[src/rtl/pmod_peer_rx.sv]
// pmod_peer_rx: synchronises, debounces and decodes the peer board's Pmod link signals.
// Tracks link state and presents validated peer person ID and result to the game logic.
module pmod_peer_rx #(
    parameter int STABLE_CYCLES = 16
) (
    input  logic       clk,
    input  logic       rst,
    input  logic [3:0] peer_person_raw,
    input  logic [1:0] peer_result_raw,
    input  logic       peer_rst_raw,
    input  logic       peer_ready_n_raw,
    input  logic       peer_present_n_raw,
    output logic       link_up,
    output logic       peer_reset_pulse,
    output logic [3:0] peer_person,
    output logic       person_valid,
    output logic       person_err,
    output logic [1:0] peer_result,
    output logic       result_new,
    output logic       result_err
);
    localparam logic [8:0] IDLE = 9'b1_1_0_00_0000;
    localparam logic [7:0] CNT_MAX = 8'(STABLE_CYCLES - 1);

    typedef enum logic [1:0] {DISC, LINKED, PEER_RST} state_t;

    logic [8:0] raw_w, sync1_q, sync2_q, w_prev_q, stable_q, stable_d;
    logic [7:0] cnt_q, cnt_d;
    state_t     state_q, state_d;
    logic       link_up_q, link_up_d, pulse_q, pulse_d;
    logic [3:0] person_q, person_d;
    logic       pv_q, pv_d, perr_q, perr_d;
    logic [1:0] result_q, result_d;
    logic       new_q, new_d, rerr_q, rerr_d;

    logic       s_present_n, s_ready_n, s_rst, linked, show, id_ok;
    logic [3:0] id;
    logic [1:0] code;

    assign raw_w = {peer_present_n_raw, peer_ready_n_raw, peer_rst_raw, peer_result_raw, peer_person_raw};

    always_ff @(posedge clk) begin
        if (rst) begin
            sync1_q   <= IDLE;
            sync2_q   <= IDLE;
            w_prev_q  <= IDLE;
            stable_q  <= IDLE;
            cnt_q     <= '0;
            state_q   <= DISC;
            link_up_q <= 1'b0;
            pulse_q   <= 1'b0;
            person_q  <= '0;
            pv_q      <= 1'b0;
            perr_q    <= 1'b0;
            result_q  <= '0;
            new_q     <= 1'b0;
            rerr_q    <= 1'b0;
        end else begin
            sync1_q   <= raw_w;
            sync2_q   <= sync1_q;
            w_prev_q  <= sync2_q;
            stable_q  <= stable_d;
            cnt_q     <= cnt_d;
            state_q   <= state_d;
            link_up_q <= link_up_d;
            pulse_q   <= pulse_d;
            person_q  <= person_d;
            pv_q      <= pv_d;
            perr_q    <= perr_d;
            result_q  <= result_d;
            new_q     <= new_d;
            rerr_q    <= rerr_d;
        end
    end

    // Accept the synchronised word only once the counter has saturated on an unchanged value.
    always_comb begin
        cnt_d    = cnt_q;
        stable_d = stable_q;
        if (sync2_q != w_prev_q)
            cnt_d = '0;
        else if (cnt_q < CNT_MAX)
            cnt_d = cnt_q + 8'd1;
        else
            stable_d = sync2_q;
    end

    assign s_present_n = stable_q[8];
    assign s_ready_n   = stable_q[7];
    assign s_rst       = stable_q[6];
    assign code        = {stable_q[4], stable_q[5]};
    assign id          = {stable_q[0], stable_q[1], stable_q[2], stable_q[3]};
    assign id_ok       = (id != 4'd0) && (id <= 4'd9);

    // Outputs are computed from the next state so they register alongside it.
    always_comb begin
        state_d   = s_present_n ? DISC : (s_rst ? PEER_RST : LINKED);
        linked    = (state_d == LINKED);
        show      = linked && !s_ready_n;
        link_up_d = linked;
        pulse_d   = (state_d == PEER_RST) && (state_q != PEER_RST);
        pv_d      = show && id_ok;
        perr_d    = show && !id_ok;
        person_d  = (show && id_ok) ? id : 4'd0;
        result_d  = !linked ? 2'b00 : ((code == 2'b11) ? result_q : code);
        rerr_d    = linked && (code == 2'b11);
        new_d     = (result_q == 2'b00) && (result_d != 2'b00);
    end

    assign link_up          = link_up_q;
    assign peer_reset_pulse = pulse_q;
    assign peer_person      = person_q;
    assign person_valid     = pv_q;
    assign person_err       = perr_q;
    assign peer_result      = result_q;
    assign result_new       = new_q;
    assign result_err       = rerr_q;
endmodule
[config.mk]
export PLATFORM = sky130hd
export DESIGN_NAME = pmod_peer_rx
export DESIGN_NICKNAME = d
export VERILOG_FILES = /design/src/rtl/pmod_peer_rx.sv
export SDC_FILE = /design/constraint.sdc
export NUM_CORES = 1
export LEC_CHECK = 0
export CORE_MARGIN = 2
export CORE_UTILIZATION = 35
export CTS_CLUSTER_SIZE = 24
export DETAILED_ROUTE_END_ITERATION = 7
export GPL_TIMING_DRIVEN = 0
export HOLD_SLACK_MARGIN = 0.06
export PLACE_DENSITY_LB_ADDON = 0.05
export SYNTH_ARGS = -nofsm -noshare
export SYNTH_HDL_FRONTEND = slang
export SYNTH_SLANG_ARGS = --single-unit
[constraint.sdc]
create_clock -name clk -period 3.1 [get_ports clk]
set_clock_uncertainty 0.2 [all_clocks]
set_input_delay 0.62 -clock clk [delete_from_list [all_inputs] [get_ports clk]]
set_output_delay 0.62 -clock clk [all_outputs]
set_load 0.02 [all_outputs]
==> results of run 1 <==
==> sequential cells by signal, indices dropped and copies added, names as in the netlist <==
signal	cells
cnt_q	8
link_up	1
peer_person	4
peer_reset_pulse	1
peer_result	2
person_err	1
person_valid	1
result_err	1
result_new	1
stable_q	9
state_q	2
sync1_q	9
sync2_q	9
w_prev_q	9
==> routing by layer <==
layer | routed length, µm | share of wire [%] | track usage (%)
met5 | 0 | 0 | 0
met3 | 150 | 5.2 | 3.721
met2 | 1267 | 44 | 16.78
met1 | 1373 | 47 | 14.13
met4 | 105 | 3.6 | 9.107
==> power groups by stage <==
stage / Combinational [W] / Sequential [W] / Clock [W]
floorplan: 0.0000344 / 0.000782 / 0
global route: 0.0000614 / 0.000768 / 0.000736
global placement: 0.0000536 / 0.000783 / 0
CTS: 0.0000552 / 0.000767 / 0.000699
finish: 0.0000542 / 0.000767 / 0.000676
detailed placement: 0.0000550 / 0.000784 / 0
==> area by class of cell <==
class,count,area (µm²),share of cell area [%]
clock inverter,2,35.03,1.460
clock buffer,14,162.7,6.778
multi-input combinational,99,691.9,28.83
sequential,58,1161,48.38
inverter,7,26.28,1.095
timing repair buffer,22,220.2,9.176
tap,70,87.58,3.650
buffer,4,15.01,0.6257
==> worst min-delay path by stage <==
stage                                   to  cells after the start                   from  slack, ns
2_1_floorplan        sync2_q[7]$_SDFF_PP1_                      1  sync1_q[7]$_SDFF_PP1_       0.19
3_3_place_gp         sync2_q[8]$_SDFF_PP1_                      1  sync1_q[8]$_SDFF_PP1_       0.19
3_5_place_dp         sync2_q[8]$_SDFF_PP1_                      1  sync1_q[8]$_SDFF_PP1_       0.20
4_1_cts              sync2_q[8]$_SDFF_PP1_                      1  sync1_q[8]$_SDFF_PP1_       0.21
5_1_grt              sync2_q[7]$_SDFF_PP1_                      1  sync1_q[7]$_SDFF_PP1_       0.25
6_report       peer_reset_pulse$_SDFF_PP0_                      1  state_q[1]$_SDFF_PP0_       0.21
==> worst register-to-register path: cells and delay by family, from the launching register on <==
kind / cells / cell delay, ns
simple gates: 3 / 0.94
mux: 1 / 0.36
flops: 1 / 0.32
==> cells in the final DEF (no fill, tap or decap), types with 3 or more instances in the layout <==
cell type and n:
and2_1 5, nor2b_1 28, nor3_1 4, inv_1 7, clkbuf_1 7, nand3_1 4
mux2_2 7, mux2i_1 3, clkdlybuf4s50_1 22, or2_2 4, xor2_1 12, dfxtp_1 58
and3_1 4, nor2_1 15, clkbuf_8 11
==> logic make-up after synthesis <==
group | Yosys count
AO/OA/AOI/OAI | 2
XOR/XNOR | 12
adder cells (fa/ha/maj) | 1
buffers and inverters | 11
flip-flops | 58
multiplexers | 10
AND/OR/NAND/NOR | 74
==> metrics by stage <==
step | worst slack, ns | power [W] | instances | area, µm²
2_1_floorplan | 1.407 | 0.0008163 | 168 | 1894
3_3_place_gp | 0.5791 | 0.0008364 | 260 | 2202
3_5_place_dp | 0.5787 | 0.0008385 | 260 | 2202
4_1_cts | 0.9237 | 0.001521 | 276 | 2400
5_1_grt | 0.7499 | 0.001566 | 276 | 2400
6_report | 0.9144 | 0.001497 | 276 | 2400
==> results.md, run 1 <==
* Status: finished clean
* Worst-path cell chain: clkdlybuf4s50_1 -> clkbuf_1 -> clkbuf_1 -> nor2_1 -> mux2i_1
* Post-synth top area share at 61.29%
* CTS hold repair buffers at 0
* Power per cell area at ~620 nW/µm²
* Initial antenna violation count at 0
* Worst r2r src: cnt_q[7]$_SDFFE_PP0N_
* Worst path max stage delay at approximately 0.51 ns
* Worst setup path end: stable_q[7]$_SDFFE_PP1P_
* Crit path time final at roughly 2.2 ns
* Sequential share of the synthesized area at between 60 and 70%
* Sw Ratio at between 10% and 20%
* RSZ-0062 raised after global routing: no
* Setup TNS at 0 ns
* CTS max path bufs at 2
* R2R Setup Slk at about 1.2 ns
* Number of synthesized flops with an enable pin at 0
* Mux cell area share after synthesis at under 10%
* Startpoint types: input pin
* Post-CTS Setup Bufs at 0
* Hpwl dp at 2060 µm
* Combinational share of power at under 10%
* Critical path endpoint category: register
* Synth Area in Adders at less than 1%
* Mapped Area at 1894 µm²
* Async SR Flop Fraction at 0%
* Critical-path top delay cell: clkdlybuf4s50_1
* Final WL at 2897 µm
* Max Cap Viol at 0
* Top FF cell, synth: dfxtp_1
* Post-Synth Simple-Gate Area at a little under a quarter
* Syn_nets at 180
* DRC violations left at 0
* Die H at around 78 µm
* FILL cells at between 400 and 500
* Average size of a mapped cell at between 10 and 15 µm²
* H-tree depth at 3
* XOR/XNOR share of the synthesized area at around 5.5%
* Power share of the clock group at a little under half
* DRT Pass-1 Iters at 4
* CP Class: input pin to register
* Area Growth Syn to Fin at 26.68%
* Seq cells post-synth at 58
* # setup viols final at 0
* Via count of the first global-routing pass at roughly 1100
* Worst path depth at 5
* Max-slew violations at 0
* P_sw at roughly 0.00029 W
* Post-synth top cells: dfxtp_1, nor2b_1, nor2_1
* Latest clock arrival within the worst-skew pair at ~0.32 ns
* Actual slew at the worst max-slew pin at around 0.56 ns
* N_diodes at 0
* Worst hold path type: register to register
* Synth Instances at about 170
* Num CTS Buffers at 9
* Core outline area at roughly 5200 µm²
* DIE AREA at roughly 6000 µm²
* Pin count of the biggest net entering global routing at 11
* DRT iter0 DRCs at 44
* Synth Area in Compound Gates at less than 1%
* Fin nets at about 210
* Max-slew headroom at between 60% and 70%
* Count of cells resized by post-cts repair at 0
* Top post-synthesis cells by area: dfxtp_1, nor2b_1, xor2_1
* Largest family of logic cells by synthesized area: simple AND/OR/NAND/NOR gates
* Total track usage at a little under an eighth
* Top cell by count, worst path: clkbuf_1
* Post-route antenna net violation count at 0
* First-pass GRT wire length at between 5000 and 6000 µm
* Reg2Reg Capture Point: stable_q[0]$_SDFFE_PP0P_
* Worst VDD drop at 295.3 µV
* CP arrival at about 2.2 ns
* Final Hold Viols at 0
* Final period util at between 70% and 80%
* Sequential share of power at around 51%
* Reg2reg path depth at 4
* Avg WL per Cell at between 10 and 15 µm
* Vias at 1146
* CP top delay family: buffers and inverters
* Overflow after GRT at 0
* Yosys top cell by area: dfxtp_1
* Hold Slack at 0.2105 ns
* Cell Int Power at 0.001204 W
* TritonCTS clock tree: done
* Row Count at 26
* Layout cells sized above 1 at a little over an eighth
* Leakage power at ~0.99 nW
* Die X at ~78 µm
* Yosys warns at 0
* F_max at 457.5 MHz
* CP Max Fanout at 10
* Initial Utilization at between 30 and 40%
* I/O Pins at 23
* CP bufs+invs at 3
* Port buffer count at 22
* Final core utilization at about 46%
* Clk root buf: clkbuf_8
* Netlist cell types at 24
* Crit path from: rst
* GPL Wtd Cong at a little under 0.7
* Most frequent cell after synthesis: dfxtp_1
* Worst EP required at 3.15 ns
* Clk pin slew, worst setup/hold paths at around 0.06 ns
* Routed vias/inst at a little over 4
* CTS sink cnt at 58
Note: power is estimated with default switching activity, not from simulation.
==> run 2, diff against run 1 <==
- clock period: 3.1 -> 1.9 ns (I/O delays scaled with it)
==> run 2 against run 1 <==
Sequential share of layout area fell by 0.65 points. Sequential power is 63% higher. Routed wire length grew 1.1%. Setup slack got worse by 0.82 ns. Critical path type is now register to output pin. Hold slack about the same. Clock power is 63% higher. Total power up 63%.
==> results.md, run 2 (synthesis results as in run 1) <==
* Worst VDD drop at 487.0 µV (+65%)
* Critical-path top delay cell: clkdlybuf4s50_1
* Max Cap Viol at 0 (unchanged)
* H-tree depth at 3 (unchanged)
* Leakage power at 1.043 nW (+5.8%)
* Hold Slack at 0.2105 ns (+0.00004000 ns)
* P_sw at 0.0004775 W (+63%)
* Setup ws final at 0.09346 ns (-0.8210 ns)
* Cell Int Power at 0.001967 W (+63%)
* Pre-CTS setup slack at -0.3813 ns (-0.9600 ns)
* Initial antenna violation count at 0 (unchanged)
* Final Hold Viols at 0 (unchanged)
* DRT iter0 DRCs at 41 (-6.8%)
* Overflow after GRT at 0 (unchanged)
* Startpoint types: register
* Avg WL per Cell at 10.58 µm (+0.77%)
* GPL Wtd Cong at 0.6727 (unchanged)
* Routed vias/inst at 4.148 (-0.10%)
* Sequential share of power at 51.2% (about the same)
* F_max at 553.5 MHz
* Setup TNS at 0 ns (unchanged)
* CP top delay family: buffers and inverters
* Total track usage at 11.67% (+0.074 points)
* DRC violations left at 0 (unchanged)
* I/O Pins at 23 (unchanged)
* Sw Ratio at 19.53% (-0.047 points)
* Final Non-Filler Cells at 277 (+0.36%)
* Initial Utilization at 36.62% (unchanged)
* Worst-path cell chain: clkdlybuf4s50_1
* Commonest non-fill, non-tap cells in the layout: dfxtp_1, nor2b_1, clkdlybuf4s50_1
* Actual slew at the worst max-slew pin at 0.5587 ns (+0.0006710 ns)
* Vias at 1149 (+0.26%)
* # setup viols final at 0 (unchanged)
* Layout cells sized above 1 at 15.94% (+2.8 points)
* Critical path endpoint category: output pin
* Pin count of the biggest net entering global routing at 11 (unchanged)
* CTS max path bufs at 2 (unchanged)
* Hpwl dp at 2060 µm (unchanged)
* Worst path max stage delay at 0.60 ns (+0.09 ns)
* Power per cell area at 1005 nW/µm² (+61%)
* TritonCTS clock tree: done
* Worst EP required at 1.32 ns (-1.83 ns)
* Die X at 77.57 µm (unchanged)
* Die H at 77.57 µm (unchanged)
* Crit path time final at approximately 1.8 ns
* CP bufs+invs at 1 (-2)
* Core outline area at 5172 µm² (unchanged)
* RSZ-0062 raised after global routing: no
* Clk root buf: clkbuf_8
* Clk pin slew, worst setup/hold paths at 0.06 ns (about the same)
* Latest clock arrival within the worst-skew pair at 0.32 ns (about the same)
* Via count of the first global-routing pass at 1138 (+0.18%)
* Post-route antenna net violation count at 0 (unchanged)
* Max-slew violations at 0 (unchanged)
* DRT Pass-1 Iters at 4 (unchanged)
* Final core utilization at 47.02% (+0.63 points)
* Combinational share of power at 3.8% (+0.2 points)
* CP Class: register to output pin
* Final WL at 2930 µm (+1.1%)
* CP arrival at 1.23 ns (-1.01 ns)
* Worst hold path type: register to register
* Num CTS Buffers at 9 (unchanged)
* Port buffer count at 22 (unchanged)
* N_diodes at 0 (unchanged)
* Final period util at a little over nine tenths
* Fin nets at 214 (+0.47%)
* CTS sink cnt at 58 (unchanged)
* Area Growth Syn to Fin at 28.40%
* CP Max Fanout at 1 (-9)
* Status: finished clean
* Power share of the clock group at 45.0% (about the same)
* Max-slew headroom at 62.47% (about the same)
* Row Count at 26 (unchanged)
* Inst Count DP at 260 (unchanged)
* DIE AREA at 6017 µm² (unchanged)
* Most common cell after layout, fill and taps aside: dfxtp_1
* First-pass GRT wire length at 5257 µm (+0.79%)
-- run 2: final timing paths --
| check | to | start | slack [ns] | cells past startpoint |
|---|---|---|---|---|
| hold / removal | peer_reset_pulse$_SDFF_PP0_ | state_q[1]$_SDFF_PP0_ | 0.21 | 1 |
| setup / recovery | person_err | person_err$_SDFF_PP0_ | 0.09 | 1 |
| setup reg to reg | stable_q[0]$_SDFFE_PP0P_ | sync2_q[4]$_SDFF_PP0_ | 0.13 | 4 |
| hold reg to reg | peer_reset_pulse$_SDFF_PP0_ | state_q[1]$_SDFF_PP0_ | 0.21 | 1 |
-- run 2: timing repair --
item / 4_1_cts / 5_1_grt
hold buffers: 0 / 0
cloned: 0 / 0
gates resized for setup: 2 / 8
endpoints found under the setup margin: 9 / 24
buffers inserted: 0 / 1
-- run 2: area by class of cell --
class | count | area [µm²]
tap | 70 | 87.58
sequential | 58 | 1161
clock inverter | 2 | 35.03
clock buffer | 14 | 162.7
inverter | 7 | 26.28
timing repair buffer | 23 | 232.7
multi-input combinational | 99 | 708.2
buffer | 4 | 18.77
fill | 488 | 2740
-- run 2: power by group through the flow --
stage	combinational [W]	sequential, W	clock [W]
6_report	0.0000931	0.00125	0.00110
5_1_grt	0.000105	0.00125	0.00120
4_1_cts	0.0000904	0.00125	0.00114
3_5_place_dp	0.0000897	0.00128	0
3_3_place_gp	0.0000874	0.00128	0
2_1_floorplan	0.0000562	0.00128	0
-- run 2: per-layer routing --
metal	global-route usage [%]	vias up	share of wire, %
li1	-	603	-
met3	3.721	9	4.9
met2	16.87	30	44
met4	9.107	0	3.3
met5	0	-	0
met1	14.28	507	48
-- run 2: per-stage QoR --
stage	total power (W)	area (µm²)
after floorplan	0.001332	1894
after global placement	0.001365	2202
after detailed placement	0.001368	2202
after CTS	0.002482	2410
after global routing	0.002560	2432
final	0.002445	2432
